[src/rtl/rsv_issue_pip0.sv]
// Reservation/issue buffer: an in-order circular queue of {uops, rd, pip} that exposes the oldest
// entry of each pipe and the head's pipe. Optional occupancy output when RSV_OCC_CNT_EN is defined.
module rsv_issue_pip0 #(
  parameter int W_PD_UOPS    = 6,
  parameter int W_PA_REG     = 5,
  parameter int W_PC_SEL_RSV = 2,
  parameter int W_PC_SEL_ODR = 2,
  parameter int S_amt_cell   = 8,
  parameter logic [W_PD_UOPS-1:0] unused_op = {W_PD_UOPS{1'b1}}
) (
  input  logic                    clk,
  input  logic                    rst,
  input  logic                    CDI_PC_valid,
  input  logic [W_PD_UOPS-1:0]    CDI_PD_uops,
  input  logic [W_PA_REG-1:0]     CDI_PD_rd,
  input  logic [1:0]              CDI_PC_pip,
  output logic                    CDO_PC_ready,
  output logic [W_PD_UOPS-1:0]    CDO_PD_uops0,
  output logic [W_PA_REG-1:0]     CDO_PD_rd0,
  output logic [W_PD_UOPS-1:0]    CDO_PD_uops1,
  output logic [W_PA_REG-1:0]     CDO_PD_rd1,
  output logic [W_PC_SEL_ODR-1:0] CDO_PC_odr,
  input  logic [W_PC_SEL_RSV-1:0] CDI_PC_selrsv,
  input  logic                    CFI_PC_clear
`ifdef RSV_OCC_CNT_EN
  ,
  output logic [$clog2(S_amt_cell):0] CDO_PC_occ
`endif
);

  localparam int PTR_W = $clog2(S_amt_cell);
  localparam int CNT_W = PTR_W + 1;

  logic [PTR_W-1:0]     head;
  logic [PTR_W-1:0]     tail;
  logic [CNT_W-1:0]     count;
  logic [W_PD_UOPS-1:0] uops_mem [S_amt_cell];
  logic [W_PA_REG-1:0]  rd_mem   [S_amt_cell];
  logic [1:0]           pip_mem  [S_amt_cell];

  logic push;
  logic pop;
  logic pip_ok;

  assign CDO_PC_ready = (count < CNT_W'(S_amt_cell));
  assign pip_ok       = (CDI_PC_pip == 2'b01) || (CDI_PC_pip == 2'b10);
  assign push         = CDI_PC_valid && CDO_PC_ready && (CDI_PD_uops != unused_op) && pip_ok;
  assign CDO_PC_odr   = (count != '0) ? W_PC_SEL_ODR'(pip_mem[head]) : '0;
  assign pop          = (CDO_PC_odr != '0) && (CDI_PC_selrsv == W_PC_SEL_RSV'(CDO_PC_odr));

  // Payload storage carries no reset; validity comes solely from head/count.
  always_ff @(posedge clk) begin
    if (push) begin
      uops_mem[tail] <= CDI_PD_uops;
      rd_mem[tail]   <= CDI_PD_rd;
      pip_mem[tail]  <= CDI_PC_pip;
    end
  end

  always_ff @(posedge clk or posedge rst) begin
    if (rst) begin
      head  <= '0;
      tail  <= '0;
      count <= '0;
    end else if (CFI_PC_clear) begin
      head  <= '0;
      tail  <= '0;
      count <= '0;
    end else begin
      if (push) tail <= tail + 1'b1;
      if (pop)  head <= head + 1'b1;
      case ({push, pop})
        2'b10:   count <= count + 1'b1;
        2'b01:   count <= count - 1'b1;
        default: count <= count;
      endcase
    end
  end

  // Oldest-per-pipe search from head; the first hit in age order wins.
  always_comb begin
    logic             found0;
    logic             found1;
    logic [PTR_W-1:0] idx;
    CDO_PD_uops0 = unused_op;
    CDO_PD_rd0   = '0;
    CDO_PD_uops1 = unused_op;
    CDO_PD_rd1   = '0;
    found0       = 1'b0;
    found1       = 1'b0;
    idx          = '0;
    for (int i = 0; i < S_amt_cell; i++) begin
      idx = head + PTR_W'(i);
      if (i < int'(count)) begin
        if (!found0 && pip_mem[idx] == 2'b01) begin
          found0       = 1'b1;
          CDO_PD_uops0 = uops_mem[idx];
          CDO_PD_rd0   = rd_mem[idx];
        end
        if (!found1 && pip_mem[idx] == 2'b10) begin
          found1       = 1'b1;
          CDO_PD_uops1 = uops_mem[idx];
          CDO_PD_rd1   = rd_mem[idx];
        end
      end
    end
  end

`ifdef RSV_OCC_CNT_EN
  assign CDO_PC_occ = count;
`endif

endmodule

[config.mk]
export PLATFORM = sky130hd
export DESIGN_NAME = rsv_issue_pip0
export DESIGN_NICKNAME = d
export VERILOG_FILES = /design/src/rtl/rsv_issue_pip0.sv
export SDC_FILE = /design/constraint.sdc
export NUM_CORES = 1
export LEC_CHECK = 0
export ABC_AREA = 1
export CORE_ASPECT_RATIO = 0.7
export CORE_MARGIN = 2
export CORE_UTILIZATION = 30
export DETAILED_ROUTE_END_ITERATION = 10
export PLACE_DENSITY = 0.48
export SLEW_MARGIN = 20
export SYNTH_ARGS = -nofsm -noshare
export SYNTH_HDL_FRONTEND = slang
export SYNTH_SLANG_ARGS = --single-unit
[constraint.sdc]
create_clock -name clk -period 5.27 [get_ports clk]
set_input_delay 0.527 -clock clk [delete_from_list [all_inputs] [get_ports clk]]
set_output_delay 0.527 -clock clk [all_outputs]
set_load 0.02 [all_outputs]
==> flow_summary.json, run 1 <==
{
  "clock-root-buffer": "clkbuf_16",
  "coreArea_sq_um": 32600,
  "ff2ff_setup_slack_ps": 2460,
  "synth_compound_gate_area_share_pct": 11.2,
  "drive_gt1_share_pct": 7.70,
  "fin_crit_sh_pct": 92.2,
  "hold_class": "in2async",
  "cp.arrival_ps": 4330,
  "start_util_pct": 30.7,
  "synth_area_sq_um": 9990,
  "vdd_drop_max_uv": 190,
  "synthTopCellsByArea": "edfxtp_1 (31%), nand2_1 (26%), nand3_1 (10%)",
  "yosys_warnings": 0,
  "htree_levels": 4,
  "grt.overflow.total": 0,
  "yosys.area.top_type": "edfxtp_1",
  "slew_headroom_pct": 26.8,
  "synthMuxAreaShare_pct": 0.501,
  "ios": 44,
  "synth-simple-area-share_pct": 42.8,
  "synth_xor_xnor_area_share_pct": 0.877,
  "grt_pass1_wl_mm": 55.5,
  "synth_fp_nets": 1608,
  "setup_viol": 0,
  "worstPathMaxFanout": 13,
  "required_ps": 4740,
  "cp-startpoint": "head[1]$_DFFE_PP0P_",
  "die_w_um": 222,
  "status": "complete, no violations",
  "path_clk_slew_ps": 60,
  "cts_made_buffers": 17,
  "area_growth_pct": 13.4,
  "nFillCells": 3484,
  "diodes": 0,
  "hold_viol": 0,
  "num_rows": 55,
  "ys_seq_area_share_pct": 33.8,
  "final.min_clock_period_ps": 4860,
  "die_h_um": 157,
  "dr.pass1.iters": 5,
  "grt_max_degree": 99,
  "tightest_slew_ps": 1100,
  "fin_skew_ps": 20.2,
  "place.detailed.hpwl_mm": 28.5,
  "clockBufferDepth": 2,
  "ant_nets": 0,
  "antenna_found_initial": 0,
  "worstSetupPathType": "reg2out",
  "drc": 0,
  "syn_area_per_cell_sq_um": 6.31,
  "fin_hold_ws_ps": 416,
  "drt_wl_total_mm": 36.8,
  "synth_top_family_by_area": "simple AND/OR/NAND/NOR gates",
  "viasPerCell": 5.02,
  "fmax_mhz": 206,
  "fin_nets": 1598,
  "gp_congestion": 0.922,
  "cap_violations": 0,
  "clkLatencyLatePin_ps": 450,
  "synthAdderAreaFrac_pct": 0.877,
  "synth.distinct_cells": 44,
  "p_leak_uw": 0.00511,
  "grt_pass1_vias": 8727,
  "cp-start-kind": "flop",
  "powerDensity_nw_per_um2": 616,
  "vias": 10100,
  "grt_usage_pct": 21.6,
  "yosys.area.top_type_share_pct": 31.3,
  "drt_iter0_drc": 1376,
  "synth_cells": 1582,
  "worstReg2RegStart": "count[3]$_DFFE_PP0P_",
  "cts_sinks": 114,
  "drv_slew": 0,
  "fin_setup_tns_ps": 0,
  "rsz0062_at_grt": "no",
  "cts_tree": "built",
  "wire_per_inst_um": 18.3,
  "port_buffers": 43,
  "worstSetupEndpointType": "output pin",
  "die_area_sq_um": 34800,
  "ys_seq_elements": 114
}
[through the flow]
stage          power [uW]  utilization (%)  worst slack, ps  std cells  instance area (sq um)
2_1_floorplan        4060                -             1510       1582                   9990
3_3_place_gp         5640             32.7              635       1977                  10700
3_5_place_dp         5640             32.8              649       1977                  10700
4_1_cts              6880             34.7              179       2009                  11300
5_1_grt              7510             34.8             91.6       2012                  11300
6_report             6980             34.8              412       2012                  11300
[registers in the layout, indices dropped and copies added, names as in the netlist]
| register | count |
|---|---|
| rd_mem | 40 |
| head | 3 |
| uops_mem | 48 |
| tail | 3 |
| pip_mem | 16 |
| count | 4 |
[routing by layer]
layer  vias to the layer above  wire, um  track usage, %
li1                       5128         -               -
met1                      4608     21500            37.4
met2                       346     12200            25.1
met3                        18      2940            4.96
met4                         0       188            3.41
met5                         -         0               0
[kinds of logic (layout without fill, tap and decap cells)]
group / Yosys count / after routing
AOI/OAI and AO/OA: 218 / 218
xor gates and xnor gates: 7 / 7
adders and majority gates: 7 / 7
buffers and inverters: 233 / 236
DFF: 114 / 114
muxes: 5 / 5
and+or+nand+nor: 998 / 998
[final cells by class]
cell class | count | area, sq um | area share (%)
tap | 427 | 534 | 4.72
clock inverter | 15 | 188 | 1.66
clock buffer | 17 | 425 | 3.76
sequential | 114 | 3380 | 29.8
inverter | 141 | 534 | 4.72
multi-input combinational | 1235 | 5690 | 50.2
timing repair buffer | 63 | 581 | 5.13
[power breakdown]
part / leakage [uW] / internal [uW] / switching, uW
Combinational: 0.00374 / 1400 / 3260
Clock: 0.000301 / 721 / 509
Sequential: 0.00107 / 1030 / 48.9
[worst max-delay path: stages (launching register included)]
cell and delay, ps:
dfrtp_2 570, inv_2 170, ha_2 470, inv_1 170
nand3_1 140, nand2_1 90, nand2_1 60, nand2_1 50
nand3_1 110, nand3_1 180, nor2_4 310, buf_4 240
nand4_4 190, inv_2 240, nand2_1 80, a21oi_1 190
clkdlybuf4s50_1 620
[cell usage in the layout, fill, tap and decap left out, types with 6 or more instances in the layout]
| cell | netlist | final |
|---|---|---|
| o21ai_0 | 181 | 181 |
| nand3_1 | 205 | 205 |
| inv_2 | 7 | 8 |
| and2_0 | 6 | 6 |
| inv_1 | 127 | 126 |
| o21ai_1 | 8 | 8 |
| nor2_4 | 3 | 7 |
| clkdlybuf4s50_1 | 0 | 43 |
| o21a_1 | 6 | 6 |
| inv_8 | 0 | 6 |
| edfxtp_1 | 104 | 104 |
| nor2_2 | 2 | 8 |
| a21oi_1 | 15 | 15 |
| ha_1 | 7 | 6 |
| nand3_2 | 7 | 7 |
| clkbuf_16 | 0 | 17 |
| nor2_1 | 39 | 29 |
| nand2_1 | 684 | 684 |
| or2_2 | 22 | 22 |
| nand4_1 | 15 | 15 |
| dfrtp_1 | 10 | 8 |
| buf_4 | 8 | 20 |
[worst paths after layout]
kind	endpoint	cells after the start
max	CDO_PD_uops0[1]	16
min	count[0]$_DFFE_PP0P_	2
max reg2reg	uops_mem[2][4]$_DFFE_PP_	5
min reg2reg	tail[0]$_DFFE_PP0P_	2
max in group asynchronous	head[1]$_DFFE_PP0P_	2
min in group clk	tail[0]$_DFFE_PP0P_	2
[Yosys cell counts (all sizes together)]
cell    number
nor3         5
inv        136
o21ai      190
nand4       17
dfrtp       10
and3         1
o21a         6
mux2i        5
nor4         1
a211oi       2
a31oi        5
buf         52
xor2         5
nand2      687
xnor2        2
edfxtp     104
and2         6
nor2        45
clkbuf      40
ha           7
nand3b       1
or2         23
clkinv       5
a21oi       15
nand3      212
[repair_timing]
item | 4_1_cts | 5_1_grt
setup buffers | 0 | 3
gates resized for setup | 0 | 5
setup endpoints to repair | 0 | 22
hold buffers | 0 | 0
No activity file was read; power rests on OpenSTA's default activity.
==> run 2, diff against run 1 <==
Settings changed: CORE_UTILIZATION 30 to 35, PLACE_DENSITY 0.48 to 0.54.
==> flow_summary.json, run 2 (synthesis gave the netlist of run 1 again) <==
{
  "cts_setup_buffers": 0,
  "dr.pass1.iters": 6,
  "grt_pass1_vias": 8696,
  "hold_viol": 0,
  "grt.overflow.total": 0,
  "r2r_cells": 14,
  "drt_wl_total_mm": 35.2,
  "rsz0062_at_grt": "no",
  "antenna_found_initial": 0,
  "setup_viol": 0,
  "vias": 10300,
  "status": "complete, no violations",
  "die_h_um": 145,
  "viasPerCell": 5.26,
  "die_area_sq_um": 29900,
  "required_ps": 4740,
  "coreArea_sq_um": 27900,
  "tightest_slew_ps": 1150,
  "numPlacedInstances": 1920,
  "top_register": "uops_mem",
  "grt_usage_pct": 24.0,
  "wl_met3_mm": 4.03,
  "htree_levels": 4,
  "final.min_clock_period_ps": 4990,
  "clock-root-buffer": "clkbuf_16",
  "p_leak_uw": 0.00508,
  "worstReg2RegStart": "head[1]$_DFFE_PP0P_",
  "start_util_pct": 35.7,
  "grt_pass1_wl_mm": 53.8,
  "worstPathMaxFanout": 26,
  "cts_tree": "built",
  "fin_skew_ps": 13.2,
  "ios": 44,
  "layout_commonest_cell": "nand2_1",
  "clkLatencyLatePin_ps": 430,
  "wl_met1_mm": 18.6,
  "reg2reg_to": "count[2]$_DFFE_PP0P_",
  "hold_class": "in2async",
  "fin_setup_tns_ps": 0,
  "wire_per_inst_um": 18.0,
  "powerDensity_nw_per_um2": 605,
  "grt_max_degree": 97,
  "fin_nets": 1594,
  "cap_violations": 0,
  "worstSetupEndpointType": "output pin",
  "die_w_um": 206,
  "diodes": 0,
  "clockBufferDepth": 2,
  "top_layer": "met4",
  "fmax_mhz": 201,
  "largest_reg_flops": 48,
  "vdd_drop_max_uv": 230,
  "slew_headroom_pct": 23.6,
  "cts_sinks": 114,
  "cts_made_buffers": 17,
  "drv_slew": 0,
  "place.detailed.hpwl_mm": 26.5,
  "port_buffers": 43,
  "layout_common_cells": "nand2_1 (684), nand3_1 (205), o21ai_0 (181)",
  "hold_buffers": 0,
  "cp-start-kind": "flop",
  "reg.largest.list": "uops_mem (48), rd_mem (40), pip_mem (16)",
  "ant_nets": 0,
  "wl_met2_mm": 12.2,
  "num_rows": 51,
  "instances_no_fill": 1952,
  "drc": 0,
  "drt_iter0_drc": 1254,
  "cp.arrival_ps": 4460,
  "gp_congestion": 0.923,
  "drive_gt1_share_pct": 7.21,
  "fin_crit_sh_pct": 94.6,
  "path_clk_slew_ps": 60,
  "area_growth_pct": 12.1,
  "ff2ff_setup_slack_ps": 2200,
  "worstSetupPathType": "reg2out"
}
run 2: per-layer routing:
metal	track usage (%)	vias to the layer above
met4	4.14	0
met1	41.6	4677
met3	6.22	28
met2	28.2	454
li1	-	5112
met5	0	-
run 2: metrics by stage:
step                cell area [sq um]  utilization [%]  power [uW]  hold slack [ps]  setup WS [ps]
global route                    11200             40.0        7300              457           13.9
detailed placement              10600             37.9        5510              583            553
floorplan                        9990                -        4060              367           1510
finish                          11200             40.0        6770              427            283
global placement                10600             37.8        5480              580            582
CTS                             11200             40.0        6670              421           84.9
run 2: worst max-delay path by stage:
| stage | start | endpoint | slack (ps) | cells past startpoint |
|---|---|---|---|---|
| finish | head[2]$_DFFE_PP0P_ | CDO_PD_uops1[5] | 280 | 14 |
| CTS | head[0]$_DFFE_PP0P_ | CDO_PD_rd0[4] | 80 | 18 |
| global route | head[2]$_DFFE_PP0P_ | CDO_PD_uops1[1] | 10 | 14 |
| floorplan | head[1]$_DFFE_PP0P_ | CDO_PD_uops1[0] | 1510 | 21 |
| global placement | head[0]$_DFFE_PP0P_ | CDO_PD_uops1[5] | 580 | 16 |
| detailed placement | head[0]$_DFFE_PP0P_ | CDO_PD_rd0[4] | 550 | 18 |
run 2: repair_timing:
action / CTS / global route
hold endpoints to repair: 0 / 0
resized for setup: 0 / 6
setup endpoints to repair: 0 / 22
run 2: final cells by class:
class	instances	area [sq um]
clock inverter	15	160
multi-input combinational	1235	5670
inverter	141	534
tap	371	464
timing repair buffer	59	562
fill	2862	16800
sequential	114	3370
clock buffer	17	425
run 2: worst max-delay path, stage by stage, from the launching register on:
cell             delay, ps
dfrtp_1                690
buf_4                  400
xor2_4                 490
inv_2                  100
nand2_2                 90
nand2_2                 70
nand3_1                150
inv_2                  140
nor2_8                 280
nand4_1                120
buf_4                  200
inv_1                  310
nand2_1                 90
a21oi_1                240
clkdlybuf4s50_1        640
run 2: power breakdown:
part	switching (uW)	internal, uW	total (uW)
Combinational	3160	1390	4540
Sequential	47.3	1030	1080
Clock	480	670	1150
